### src/rtl/gpr_scoreboard_pkg.sv
// Shared constants for the GPR late-write scoreboard.
package gpr_scoreboard_pkg;

    // Register-file geometry shared with the rest of the core.
    localparam int GPR_ADDR_SPACE = 5;
    localparam int GPR_WIDTH      = 32;

    // Generic single-bit enable levels.
    localparam logic On  = 1'b1;
    localparam logic Off = 1'b0;

    // Scoreboard sizing.
    localparam int SB_NUM_GPR    = 32;
    localparam int SB_CNT_WIDTH  = 32;
    localparam int SB_PCNT_WIDTH = 6;

endpackage : gpr_scoreboard_pkg

### src/rtl/sb_hazard_check.sv
// Combinational RAW/WAW check of the ID instruction against pending late
// writes. A late result being written back this cycle is treated as already
// resolved, because the register file is write-first.
module sb_hazard_check
    import gpr_scoreboard_pkg::*;
#(
    parameter int NUM_GPR = SB_NUM_GPR
) (
    input  logic [NUM_GPR-1:0]        pending,
    input  logic [GPR_ADDR_SPACE-1:0] rs1_addr,
    input  logic                      rs1_re,
    input  logic [GPR_ADDR_SPACE-1:0] rs2_addr,
    input  logic                      rs2_re,
    input  logic [GPR_ADDR_SPACE-1:0] rd_addr,
    input  logic                      rd_we,
    input  logic                      id_valid,
    input  logic                      id_flush,
    input  logic [GPR_ADDR_SPACE-1:0] wb_rd_addr,
    input  logic                      wb_late_we,
    output logic                      hazard_stall
);

    logic [NUM_GPR-1:0] eff;
    logic               raw;
    logic               waw;

    // Effective pending set: mask out the register retiring through WB now.
    always_comb begin
        // NOTE: assigning a default before the loop keeps every bit driven on
        // every path, so no latch can be inferred.
        eff = pending;
        for (int r = 0; r < NUM_GPR; r++) begin
            if (wb_late_we && (wb_rd_addr == GPR_ADDR_SPACE'(r))) begin
                eff[r] = 1'b0;
            end
        end
    end

    assign raw = (rs1_re & eff[rs1_addr]) | (rs2_re & eff[rs2_addr]);
    assign waw = rd_we & eff[rd_addr];

    assign hazard_stall = id_valid & ~id_flush & (raw | waw);

endmodule : sb_hazard_check

### src/rtl/gpr_scoreboard.sv
// Scoreboard of GPRs awaiting a late (load/divider) result. Stalls ID on a
// RAW or WAW conflict with a pending late write and clears entries as those
// writes retire through WB.
module gpr_scoreboard
    import gpr_scoreboard_pkg::*;
#(
    parameter int NUM_GPR   = SB_NUM_GPR,
    parameter int CNT_WIDTH = SB_CNT_WIDTH
) (
    input  logic                      clk,
    input  logic                      rst_n,
    input  logic [GPR_ADDR_SPACE-1:0] id_rs1_addr,
    input  logic                      id_rs1_re,
    input  logic [GPR_ADDR_SPACE-1:0] id_rs2_addr,
    input  logic                      id_rs2_re,
    input  logic [GPR_ADDR_SPACE-1:0] id_rd_addr,
    input  logic                      id_rd_we,
    input  logic                      id_rd_late,
    input  logic                      id_valid,
    input  logic                      id_flush,
    input  logic [GPR_ADDR_SPACE-1:0] wb_rd_addr,
    input  logic                      wb_late_we,
    output logic                      hazard_stall,
    output logic [SB_PCNT_WIDTH-1:0]  pending_cnt,
    output logic [CNT_WIDTH-1:0]      stall_cycles
);

    // x0 is never tracked, so the state vector starts at bit 1.
    logic [NUM_GPR-1:1]       pending;
    logic [NUM_GPR-1:1]       pending_next;
    logic [NUM_GPR-1:0]       pending_vec;
    logic [SB_PCNT_WIDTH-1:0] cnt_next;
    logic                     issue;

    assign pending_vec = {pending, 1'b0};

    sb_hazard_check #(
        .NUM_GPR (NUM_GPR)
    ) u_hazard (
        .pending      (pending_vec),
        .rs1_addr     (id_rs1_addr),
        .rs1_re       (id_rs1_re),
        .rs2_addr     (id_rs2_addr),
        .rs2_re       (id_rs2_re),
        .rd_addr      (id_rd_addr),
        .rd_we        (id_rd_we),
        .id_valid     (id_valid),
        .id_flush     (id_flush),
        .wb_rd_addr   (wb_rd_addr),
        .wb_late_we   (wb_late_we),
        .hazard_stall (hazard_stall)
    );

    assign issue = id_valid & ~id_flush & ~hazard_stall;

    // Next pending set: a younger late producer setting a bit beats a WB clear
    // of the same bit; then count the resulting pending registers.
    always_comb begin
        pending_next = '0;
        cnt_next     = '0;
        for (int r = 1; r < NUM_GPR; r++) begin
            pending_next[r] =
                (issue & id_rd_we & id_rd_late & (id_rd_addr == GPR_ADDR_SPACE'(r))) |
                (pending[r] & ~(wb_late_we & (wb_rd_addr == GPR_ADDR_SPACE'(r))));
            cnt_next = cnt_next + SB_PCNT_WIDTH'(pending_next[r]);
        end
    end

    // Pending bits and their registered population count.
    always_ff @(posedge clk) begin
        // NOTE: state registers use non-blocking assignments so every flop
        // samples the pre-edge values regardless of statement order.
        if (!rst_n) begin
            // NOTE: the pending bits are control flags, not data storage, so
            // they must be reset; a stale bit would stall ID forever.
            pending     <= '0;
            pending_cnt <= '0;
        end else begin
            pending     <= pending_next;
            pending_cnt <= cnt_next;
        end
    end

    // Saturating count of cycles spent stalled.
    always_ff @(posedge clk) begin
        if (!rst_n) begin
            stall_cycles <= '0;
        end else if (hazard_stall && (stall_cycles != '1)) begin
            stall_cycles <= stall_cycles + CNT_WIDTH'(1);
        end
    end

endmodule : gpr_scoreboard

### config.mk
export PLATFORM = sky130hd
export DESIGN_NAME = gpr_scoreboard
export DESIGN_NICKNAME = d
export VERILOG_FILES = /design/src/rtl/gpr_scoreboard_pkg.sv /design/src/rtl/sb_hazard_check.sv /design/src/rtl/gpr_scoreboard.sv
export SDC_FILE = /design/constraint.sdc
export NUM_CORES = 1
export LEC_CHECK = 0
export CAP_MARGIN = 0
export CORE_MARGIN = 2
export CORE_UTILIZATION = 50
export DETAILED_ROUTE_END_ITERATION = 10
export HOLD_SLACK_MARGIN = 0.12
export PLACE_DENSITY = 0.76
export SLEW_MARGIN = 40
export SYNTH_ARGS = -nofsm -noshare
export SYNTH_HDL_FRONTEND = slang
export SYNTH_SLANG_ARGS = --single-unit
export TNS_END_PERCENT = 100
### constraint.sdc
create_clock -name clk -period 8.2 [get_ports clk]
set_clock_uncertainty 0.15 [all_clocks]
set_input_delay 1.64 -clock clk [delete_from_list [all_inputs] [get_ports clk]]
set_output_delay 1.64 -clock clk [all_outputs]
set_load 0.03 [all_outputs]
After elaboration in Yosys (flattened, before gate mapping) --
Cells that the tools add are included.
Operators by class: bitwise operators 167, mux-type cells 37, $add $sub $neg 31, $lt $le $gt $ge 3, reductions and logical operators 32, equality and inequality tests 63
Operator list (count):
- $eq 5x5->1 const B | 32
- $add 6x1->6 | 25
- $and 1x1->1 | 101
- $eq 5x4->1 const B | 16
- $eq 5x3->1 const B | 8
- $mux 1 | 34
- $not 1->1 | 33
- $or 1x1->1 | 33
- $add 32x1->32 const B | 1
- $logic_and 1x1->1 | 32
- $ne 32x32->1 const B | 1
- $eq 5x2->1 const B | 4
- $lt 5x6->1 const B | 3
- $bmux 1 s5 | 3
- $eq 5x1->1 const B | 2
- $add 5x1->6 | 1
- $add 4x1->5 | 1
- $add 3x1->4 | 1
- $add 2x1->3 | 1
- $add 1x1->2 | 1
Word-level totals: input bits 29, output and inout bits 39, register bits after elaboration 69, logic and storage cells 336

Longest topological paths before layout --
Gate-level depths: netlist (run 1).
word-level depth 45, mapped depth 28, mapped depth without buffers 25

By module --
From an unflattened synthesis (run 1), not the netlist that was laid out.
Second synthesis, totals: cells, all modules 634, area total of the unflattened synthesis 5212.5 µm²
Modules (own cells, without submodules):
- gpr_scoreboard | instances 1, cells an instance 428, sequential area each 1381.3 µm², area each 3809.9 µm²
- sb_hazard_check | instances 1, cells an instance 206, sequential area each 0.0 µm², area each 1402.6 µm²

Worst setup path after synthesis (run 1) --
No wires, ideal clock.
path type in2reg, from input wb_rd_addr[4], to register pending_cnt[4], path slack -0.413 ns, data required time 7.922 ns, buffers on the path 2, setup time 0.128 ns, cell stages on the path 23, data arrival time 8.335 ns, cell sequence buf_2 or4b_4 o21ai_2 mux2i_1 a2111oi_2 nor4_1 nor3_1 nand4_1 clkbuf_1 o21a_1 fa_1 fa_1 inv_1 fa_1 fa_1 fa_1 fa_1 fa_1 fa_1 a21o_1 a21oi_1 xor2_1 nor2_1
Between the ends: word-level cells in the longest chain between the ends 45, elaborated cells between the ends (all ways) 294, those cells by class 30 x add/sub; 31 x eq/ne; 37 x mux; 165 x bitwise; 31 x reduce/logical
Ends and longest elaborated chain:
- start, declared | line gpr_scoreboard.sv:21 | input logic [GPR_ADDR_SPACE-1:0] wb_rd_addr,
- $eq 5x1->1 (tied with other cells) | line sb_hazard_check.sv:33, gpr_scoreboard.sv:64
- $logic_and 1x1->1 | line sb_hazard_check.sv:33 | if (wb_late_we && (wb_rd_addr == GPR_ADDR_SPACE'(r))) begin
- $mux 1 | line sb_hazard_check.sv:33
- $bmux 1 s5 | line sb_hazard_check.sv:39 | assign raw = (rs1_re & eff[rs1_addr]) | (rs2_re & eff[rs2_addr]);
- $mux 1 (implied by the code) | line sb_hazard_check.sv:39
- $and 1x1->1 | line sb_hazard_check.sv:39
- $or 1x1->1 | line sb_hazard_check.sv:39
- $or 1x1->1 | line sb_hazard_check.sv:42 | assign hazard_stall = id_valid & ~id_flush & (raw | waw);
- [6 not listed]
- $or 1x1->1 | line gpr_scoreboard.sv:63 | (issue & id_rd_we & id_rd_late & (id_rd_addr == GPR_ADDR_SPACE'(r))) |
- $add 1x1->2 | line gpr_scoreboard.sv:65 | cnt_next = cnt_next + SB_PCNT_WIDTH'(pending_next[r]);
- $add 2x1->3 | line gpr_scoreboard.sv:65
- $add 3x1->4 | line gpr_scoreboard.sv:65
- $add 4x1->5 | line gpr_scoreboard.sv:65
- $add 5x1->6 | line gpr_scoreboard.sv:65
- $add 6x1->6 (24 in series) | line gpr_scoreboard.sv:65
- $add 6x1->6 * | line gpr_scoreboard.sv:65
- end signal, assigned | line gpr_scoreboard.sv:80 | pending_cnt <= cnt_next;
- end, declared | line gpr_scoreboard.sv:24 | output logic [SB_PCNT_WIDTH-1:0] pending_cnt,
Every way passes the cells marked *; elsewhere a longest branch is shown, timed or not. The select of a mux whose other input is x is not followed. A chain may end at the register's enable or synchronous reset.

Worst setup path after layout (run 1) --
from input wb_rd_addr[2], to register pending_cnt[4]
The elaborated chain is that of the path after synthesis.

==> metrics.txt, run 1 <==
Fmax 0.118 GHz; delay-heaviest family, CP adder cells; Setup Viol. Count Final 4; Post-Synthesis Cells 639; Clock Root Buffer clkbuf_8; Worst Path Buf+Inv 8; R2R Setup Slk between 1000 and 1500 ps; DR vias/cell 6.35; post-DR wirelength/cell 22.1 µm; # DRC 0; setup ws final -291 ps; initial antenna violation count 0; Synth Net Count roughly 700; detailed-route via count between 6000 and 7000; Critical Path Start Type input port; crit path DAT ~8600 ps; DRT Pass-1 Iters 6; Period minus WS final between 8000 and 9000 ps; MaxCap Viol Count 0; Die Width between 100 and 150 µm; total congestion overflow 0; Slew Limit Fails 0; Yosys cell types 68; Yosys reg bits between 60 and 70; FP Rows 37; Cell Pwr Density around 96 nW/µm²; syn_area_per_cell around 8.1 µm²; drt first-iter violations about 700; number of I/O port buffers 67; post-synthesis async set-or-reset flop share 0%; RePlAce Congestion 1.07; final hold viol count 0; synthesized cell area around 5200 µm²; status finished, violations left; part of the Yosys area used for sequential elements between 20% and 30%; failing checks setup timing; clk slew on worst S/H paths about 80 ps; CTS Buf Count 9; clock buffer depth 2; final core utilization roughly 75%; DP HPWL roughly 16 mm; first-pass GRT wire length roughly 33 mm; io pins just under 70; worst vdd rail ir drop between 0.1 and 0.15 mV; total track usage between 30% and 40%; leak pwr between 2 and 3 nW; CTS tree done; Worst Tran Pin Value around 630 ps; WP data required 8290 ps; final net count around 900; Sinks on Clock Net between 60 and 70; yosys warns 0; EDFF count, synth 0; routed wire length 21.8 mm; Main synth FF type dfxtp_1; area grow syn2layout 47.0%; CP max-delay cell fa_2; ANT nets after route 0; worst setup path class input port to flip-flop; clock latency on the worst-skew pair roughly 370 ps; antenna cells 0; Core ar. between 10000 and 15000 µm²; CP endpoint kind flip-flop; Slew HR a little under three fifths; Crit path largest cell delay slightly below 600 ps; share of cells above drive strength 1 29.3%; Placement Setup Slack -1310 ps; DIE HEIGHT 106 µm; Critical Path Fanout Max 8; DIE AREA around 11000 µm²; period utilisation layout 104%; worst hold path type flip-flop to flip-flop; effective utilization at floorplan between 50% and 60%; vias in the first global route between 6000 and 7000; largest net degree at the start of global routing 58; H-Tree Level Count 3; Hold Buf Count CTS 0; most frequent CP cell fa_1; RSZ-0062 raised after global routing yes
[synthesized netlist by cell type, types with 11 or more instances]
cell / n / area share, %
a21oi_1: 33 / 3.2
and2_1: 27 / 3.3
and3_1: 12 / 1.5
clkbuf_1: 30 / 2.2
dfxtp_1: 69 / 27
fa_1: 23 / 8.9
inv_1: 35 / 2.5
mux2i_1: 12 / 2.3
nand2_1: 41 / 3.0
nand2b_1: 12 / 1.5
nand3_1: 32 / 3.1
nor2_1: 40 / 2.9
o2111ai_1: 15 / 2.5
o211ai_1: 11 / 1.6
o21a_1: 13 / 1.9
o21ai_0: 43 / 4.2
o31ai_1: 27 / 3.9
or4_1: 25 / 3.6
[area by class of cell]
cell class | instances | area [µm²]
clock buffers | 10 | 128
clock inverters | 6 | 47.5
fillers | 757 | 2580
inverters | 36 | 135
multi-input cells | 489 | 3710
flip-flops and latches | 69 | 1380
well taps | 136 | 170
repair buffers | 239 | 2030
[power by group]
group          total (mW)  internal [mW]  switching, mW
clock network       0.257          0.112          0.144
registers           0.337          0.336        0.00105
logic               0.138         0.0640         0.0745
total               0.732          0.512          0.220
[path summary, 6_finish.rpt]
check                                   to  cells after the start                           from
max              pending_cnt[4]$_SDFF_PN0_                     28                  wb_rd_addr[2]
min          stall_cycles[30]$_SDFFE_PN0P_                      2  stall_cycles[30]$_SDFFE_PN0P_
max reg2reg      pending_cnt[4]$_SDFF_PN0_                     27          pending[4]$_SDFF_PN0_
min reg2reg  stall_cycles[30]$_SDFFE_PN0P_                      2  stall_cycles[30]$_SDFFE_PN0P_
[per-layer routing]
metal	global-route usage (%)	wire (µm)	vias up	share of wire, %
li1	-	-	2786	-
met1	52.4	8520	2954	39
met2	59.4	9720	423	45
met3	9.03	2340	94	11
met4	19.5	1190	0	5.5
met5	0	0	-	0
[registers in the layout, indices dropped and copies added, names as in the netlist]
register / count
pending: 31
pending_cnt: 6
stall_cycles: 32
[cell families after synthesis]
kind of cell	synth area share [%]
AOI/OAI and AO/OA	23.8
xor gates and xnor gates	0.846
adders and majority gates	10.8
buffers and inverters	6.43
DFF	26.7
muxes	4.06
and+or+nand+nor	27.3
[cell usage in the layout (no fill, tap or decap), types with 14 or more instances in the layout]
| master | count |
|---|---|
| o31ai_1 | 27 |
| o21ai_1 | 15 |
| buf_6 | 14 |
| and2_1 | 26 |
| a21oi_1 | 31 |
| nand2_1 | 41 |
| clkdlybuf4s50_1 | 59 |
| or4_1 | 25 |
| o21ai_0 | 29 |
| nand3_1 | 32 |
| nor2_1 | 38 |
| inv_1 | 32 |
| dfxtp_1 | 69 |
| fa_1 | 20 |
| buf_4 | 156 |
[through the flow]
| stage | setup TNS, ps | instance area, µm² | hold slack, ps | power, mW | instances |
|---|---|---|---|---|---|
| after floorplan | -99.1 | 5200 | 444 | 0.402 | 639 |
| after global placement | -6510 | 6950 | 317 | 0.464 | 943 |
| after detailed placement | -6410 | 6950 | 334 | 0.465 | 943 |
| after CTS | -659 | 7460 | 347 | 0.723 | 977 |
| after global routing | -1580 | 7610 | 374 | 0.754 | 985 |
| final | -633 | 7610 | 345 | 0.732 | 985 |
[tightest hold or removal path: stages (launching register included)]
cell and delay [ps]:
dfxtp_1 340, nand2_1 60, mux2i_1 50
[what timing repair did]
action / in CTS / in global routing
gates resized for setup: 75 / 29
pin swaps: 29 / 27
setup endpoints to repair: 6 / 6
buffers inserted: 18 / 8
(Power assumes the default switching activity.)
==> run 2, diff against run 1 <==
--- a/config.mk
+++ b/config.mk
@@ -6,7 +6,6 @@
 export NUM_CORES = 1
 export LEC_CHECK = 0
 export CAP_MARGIN = 0
-export CORE_MARGIN = 2
 export CORE_UTILIZATION = 50
 export DETAILED_ROUTE_END_ITERATION = 10
 export HOLD_SLACK_MARGIN = 0.12
==> run 2 against run 1 <==
  * The run still ends with setup timing left
  * Wire length is 5.0% lower
  * Count of clock-buffer cells in the layout did not move
  * Non-clock buffer count shrank 21
  * Critical path depth fell by 4
  * Combinational power barely moved
  * Die area down 3.7%
  * Critical path type unchanged
==> metrics.txt, run 2 (synthesis gave the netlist of run 1 again) <==
status finished, violations left; failing checks setup timing; Fillers 730 (-3.6%); number of I/O port buffers 67 (unchanged); clk slew on worst S/H paths 80 ps (about the same); H-Tree Level Count 3 (unchanged); delay-heaviest family, CP adder cells; detailed-route via count 6086 (-2.7%); RSZ-0062 raised after global routing yes; final core utilization 76.7% (+2.0 points); Critical R2R Capture pending_cnt[4]$_SDFF_PN0_; first-pass GRT wire length 32.0 mm (-4.0%); Core ar. 9910 µm² (-2.7%); commonest non-fill, non-tap cell in the layout buf_4; Layout Cell Area excl Fill 7600 µm² (about the same); MaxCap Viol Count 0 (unchanged); min-delay src stall_cycles[4]$_SDFFE_PN0P_; Critical Path Fanout Max 5 (-3); FP Rows 36 (-2.7%); final hold viol count 0 (unchanged); worst vdd rail ir drop 0.108 mV (-5.6%); non-filler cells, final 961 (-2.4%); Overall Power 0.777 mW (+6.2%); Critical Path Start Type input port; total track usage 38.6% (-0.57 points); post-DR wirelength/cell 21.5 µm (-2.6%); clock buffer depth 2 (unchanged); DP HPWL 15.6 mm (-4.4%); total congestion overflow 0 (unchanged); clock latency on the worst-skew pair 370 ps (about the same); Hold Slack 346 ps (+1.48 ps); CTS Buf Count 9 (unchanged); Most flops, register stall_cycles; Fmax 0.122 GHz (+3.2%); largest net degree at the start of global routing 58 (unchanged); ANT nets after route 0 (unchanged); area grow syn2layout 46.9% (about the same); setup ws final -25.9 ps (+265 ps); vias in the first global route 5925 (-2.2%); Worst Tran Pin Value 728 ps (+97.1 ps); worst hold path type flip-flop to flip-flop; Placed Instances 939 (-0.42%); Slew Limit Fails 0 (unchanged); RePlAce Congestion 1.05 (-1.8%); # DRC 0 (unchanged); Hold Path Stages 2 (unchanged); met1 Use GR 50.3% (-2.0 points); most frequent cells in the layout buf_4 (146), dfxtp_1 (69), clkdlybuf4s50_1 (53), nand2_1 (41), nor2_1 (39); Placement Setup Slack -1100 ps (+203 ps); Sinks on Clock Net 69 (unchanged); leak pwr 2.92 nW (-2.1%); routed wire length 20.7 mm (-5.0%); DRT Pass-1 Iters 7 (+1); worst path cell trace clkdlybuf4s15_2 -> nand4bb_4 -> buf_4 -> buf_4 -> o21ai_2 -> mux4_2 -> o22ai_1 -> nor3_2 -> nand4_1 -> buf_6 -> o21a_4 -> fa_1 -> fa_1 -> inv_1 -> fa_1 -> fa_1 -> fa_1 -> fa_1 -> fa_2 -> fa_2 -> a21o_1 -> a21oi_2 -> xor2_1 -> nor2_1; DIE HEIGHT 104 µm (-1.9%); period utilisation layout 100% (-3.2 points); io pins 68 (unchanged); drt first-iter violations 620 (-13%); final net count 883 (-2.3%); DIE AREA 10800 µm² (-3.7%); Die Width 104 µm (-1.9%); Hold Path Sink stall_cycles[4]$_SDFFE_PN0P_; CP endpoint kind flip-flop; biggest regs stall_cycles: 32 flops, pending: 31 flops, pending_cnt: 6 flops; worst r2r src pending[17]$_SDFF_PN0_; R2R depth 23 (-15%); CTS tree done; CP max-delay cell fa_1; met2 GRT Util 57.5% (-1.9 points); Cell Pwr Density 102 nW/µm² (+6.3%); initial antenna violation count 0 (unchanged); worst setup path class input port to flip-flop; max reg flops 32 (unchanged); GR peak layer met2; share of cells above drive strength 1 30.3% (+0.99 points); most frequent CP cell fa_1; Period minus WS final 8230 ps (-265 ps); met3 Track Usage GR 11.2% (+2.2 points); effective utilization at floorplan 52.2% (+1.4 points); R2R Setup Slk 1380 ps (+130 ps); DR vias/cell 6.33 (-0.30%); Setup Viol. Count Final 1 (-3); antenna cells 0 (unchanged); WP data required 8290 ps (about the same); Clock Root Buffer clkbuf_8; Crit path largest cell delay 530 ps (-60 ps); Fin Setup TNS -25.9 ps (+607 ps); Slew HR 51.4% (-6.1 points); DP Area 6910 µm² (-0.52%); Worst Path Buf+Inv 5 (-3); crit path DAT 8320 ps (-260 ps)
[run 2: cell count changes in the layout (fill, tap and decap cells not counted), sizes merged]
cell,before,now
bufinv,0,1
dlymetal6s2s,0,2
clkinv,3,1
clkdlybuf4s50,59,53
clkinvlp,1,2
dlygate4sd2,3,5
buf,176,156
clkdlybuf4s15,0,1
[run 2: area by class of cell]
| type | instances | area, µm² | area share (%) |
|---|---|---|---|
| multi-input combinational | 489 | 3890 | 51.2 |
| timing repair buffer | 218 | 1820 | 24.0 |
| sequential | 69 | 1380 | 18.2 |
| tap | 133 | 166 | 2.19 |
| clock buffer | 10 | 138 | 1.81 |
| inverter | 36 | 135 | 1.78 |
| clock inverter | 6 | 70.1 | 0.922 |
[run 2: how the worst max path moves through the flow]
stage / depth (start not counted) / endpoint / start / slack [ps]
2_1_floorplan: 23 / pending_cnt[4]$_SDFF_PN0_ / wb_rd_addr[0] / -100
3_3_place_gp: 23 / pending_cnt[4]$_SDFF_PN0_ / wb_rd_addr[2] / -1060
3_5_place_dp: 27 / pending_cnt[4]$_SDFF_PN0_ / wb_rd_addr[2] / -1100
4_1_cts: 24 / pending_cnt[4]$_SDFF_PN0_ / id_rs2_addr[4] / -110
5_1_grt: 23 / pending_cnt[4]$_SDFF_PN0_ / wb_rd_addr[1] / -220
6_report: 24 / pending_cnt[4]$_SDFF_PN0_ / wb_rd_addr[3] / -30
[run 2: layer usage]
metal	share of wire, %	up-vias
li1	-	2732
met1	42	2929
met2	43	343
met3	9.6	82
met4	5.8	0
met5	0	-
[run 2: what timing repair did]
| item | CTS | global route |
|---|---|---|
| pin swaps | 28 | 18 |
| setup buffers | 1 | 4 |
| hold buffers | 0 | 0 |
| setup endpoints to repair | 6 | 5 |
| gates resized for setup | 98 | 49 |
| gates cloned | 1 | 0 |
[run 2: report_power, final]
part	switching (mW)	internal, mW	total (mW)
clock network	0.152	0.151	0.303
registers	0.000951	0.335	0.336
logic	0.0766	0.0610	0.138
[run 2: tightest hold or removal path, stage by stage (launching register included)]
cell	delay, ps
dfxtp_1	330
o31ai_1	60
a21oi_1	60
==> run 3, diff against run 2 <==
--- a/config.mk
+++ b/config.mk
@@ -10,6 +10,7 @@
 export DETAILED_ROUTE_END_ITERATION = 10
 export HOLD_SLACK_MARGIN = 0.12
 export PLACE_DENSITY = 0.76
+export RECOVER_POWER = 50
 export SLEW_MARGIN = 40
 export SYNTH_ARGS = -nofsm -noshare
 export SYNTH_HDL_FRONTEND = slang
==> run 3 against run 2 <==
  * Utilization unchanged
  * Count of clock-buffer cells in the layout unchanged
  * Setup slack better by 32 ps
  * Sequential power about the same
  * Highest routed layer unchanged
  * Combinational power about the same
  * The run now ends clean
  * Cell area unchanged
  * Clock power about the same
  * Register-to-register slack about the same
  * Sequential cell count unchanged
  * Largest power group unchanged
  * Maximum frequency up 0.39%
  * Final cell count unchanged
==> metrics.txt, run 3 (synthesis gave the netlist of run 1 again) <==
max reg flops 32 (unchanged); RePlAce Congestion 1.05 (unchanged); number of I/O port buffers 67 (unchanged); Metal-1 WL 8.48 mm (-1.6%); Crit path largest cell delay 620 ps (+90 ps); Slew Limit Fails 0 (unchanged); met2 wire len 8.84 mm (-0.39%); H-Tree Level Count 3 (unchanged); worst setup path class input port to flip-flop; routed wire length 20.6 mm (-0.60%); DIE AREA 10800 µm² (unchanged); Hold Path Stages 2 (unchanged); period utilisation layout 99.9% (-0.39 points); DP HPWL 15.6 mm (unchanged); Setup Viol. Count Final 0 (-1); RSZ-0062 raised after global routing yes; Critical Path Start Type input port; area grow syn2layout 46.9% (unchanged); effective utilization at floorplan 52.2% (unchanged); DRT Pass-1 Iters 5 (-2); initial antenna violation count 0 (unchanged); Worst Path Buf+Inv 6 (+1); antenna cells 0 (unchanged); Clock Root Buffer clkbuf_8; total track usage 38.6% (unchanged); Worst Tran Pin Value 715 ps (-12.5 ps); # DRC 0 (unchanged); FP Rows 36 (unchanged); detailed-route via count 6084 (-0.033%); post-DR wirelength/cell 21.4 µm (-0.60%); Sinks on Clock Net 69 (unchanged); delay-heaviest family, CP adder cells; first-pass GRT wire length 32.0 mm (unchanged); Hold Path Sink stall_cycles[4]$_SDFFE_PN0P_; DIE HEIGHT 104 µm (unchanged); CTS Buf Count 9 (unchanged); final net count 883 (unchanged); vias in the first global route 5925 (unchanged); MaxCap Viol Count 0 (unchanged); WP data required 8290 ps (about the same); biggest regs stall_cycles: 32 flops, pending: 31 flops, pending_cnt: 6 flops; Overall Power 0.777 mW (about the same); CTS tree done; met3 wire length 2.05 mm (+3.6%); min-delay src stall_cycles[4]$_SDFFE_PN0P_; clk slew on worst S/H paths 80 ps (about the same); worst r2r src pending[17]$_SDFF_PN0_; DP Area 6910 µm² (unchanged); leak pwr 3.05 nW (+4.7%); Slew HR 52.2% (+0.83 points); most frequent cells in the layout buf_4 (146), dfxtp_1 (69), nand2_1 (41), nor2_1 (39), dlygate4sd3_1 (38); CP max-delay cell clkdlybuf4s50_1; status complete, no violations; Most flops, register stall_cycles; worst vdd rail ir drop 0.108 mV (+0.12%); area of the multi-input gates 3890 µm² (unchanged); io pins 68 (unchanged); final hold viol count 0 (unchanged); Fmax 0.122 GHz (+0.39%); share of cells above drive strength 1 30.3% (unchanged); R2R depth 23 (unchanged); R2R Setup Slk 1370 ps (about the same); most frequent CP cell fa_1; worst hold path type flip-flop to flip-flop; clock buffer depth 2 (unchanged); Layout Cell Area excl Fill 7600 µm² (unchanged); Fillers 730 (unchanged); Critical Path Fanout Max 4 (-1); Top Layer Used met4; Period minus WS final 8190 ps (-32.1 ps); Core ar. 9910 µm² (unchanged); Reg area 1380 µm² (unchanged); clock latency on the worst-skew pair 370 ps (about the same); CP endpoint kind flip-flop; Critical R2R Capture pending_cnt[4]$_SDFF_PN0_; DR vias/cell 6.33 (about the same); ANT nets after route 0 (unchanged); total congestion overflow 0 (unchanged); largest net degree at the start of global routing 58 (unchanged); drt first-iter violations 516 (-17%); Die Width 104 µm (unchanged); Cell Pwr Density 102 nW/µm² (about the same); commonest non-fill, non-tap cell in the layout buf_4; crit path DAT 8290 ps (-30 ps)
-- run 3: final cells by class --
class,count,area share (%)
sequential,69,18.2
clock inverter,6,0.922
tap,133,2.19
clock buffer,10,1.81
inverter,36,1.78
multi-input combinational,489,51.2
timing repair buffer,218,24.0
-- run 3: repair_timing --
item / in CTS / in global routing
hold buffers: 0 / 0
buffers inserted: 1 / 4
pin swaps: 28 / 18
gates cloned: 1 / 0
endpoints found under the setup margin: 6 / 5
gates resized for setup: 98 / 49
hold endpoints to repair: 0 / 0
-- run 3: report_power, final --
group / switching [mW] / leakage, nW / internal [mW]
sequential: 0.000899 / 0.556 / 0.335
clock: 0.152 / 0.101 / 0.151
combinational: 0.0765 / 2.40 / 0.0608
total: 0.230 / 3.05 / 0.548
-- run 3: tightest hold or removal path: stages (launching register included) --
cell and delay (ps):
dfxtp_1 330, o31ai_1 60, a21oi_1 50
-- run 3: routing by layer --
layer | global-route usage [%] | vias up
li1 | - | 2741
met1 | 50.3 | 2883
met2 | 57.5 | 373
met3 | 11.2 | 87
met4 | 20.8 | 0
met5 | 0 | -
-- run 3: through the flow --
step	util, %	TNS [ps]	cells	setup slack, ps	hold slack (ps)
final	76.7	0	961	6.21	342
after global routing	76.7	-260	961	-223	370
after CTS	74.1	-105	957	-105	341
after detailed placement	69.8	-4930	939	-1100	329
after global placement	69.8	-4670	939	-1060	313
after floorplan	-	-99.1	639	-99.1	444
-- run 3: worst max path at each step --
stage | startpoint | endpoint | slack (ps) | cells past startpoint
3_3_place_gp | wb_rd_addr[2] | pending_cnt[4]$_SDFF_PN0_ | -1060 | 23
6_report | id_rd_addr[3] | pending_cnt[4]$_SDFF_PN0_ | 6 | 26
3_5_place_dp | wb_rd_addr[2] | pending_cnt[4]$_SDFF_PN0_ | -1100 | 27
2_1_floorplan | wb_rd_addr[0] | pending_cnt[4]$_SDFF_PN0_ | -100 | 23
5_1_grt | wb_rd_addr[1] | pending_cnt[4]$_SDFF_PN0_ | -220 | 23
4_1_cts | id_rs2_addr[4] | pending_cnt[4]$_SDFF_PN0_ | -110 | 24
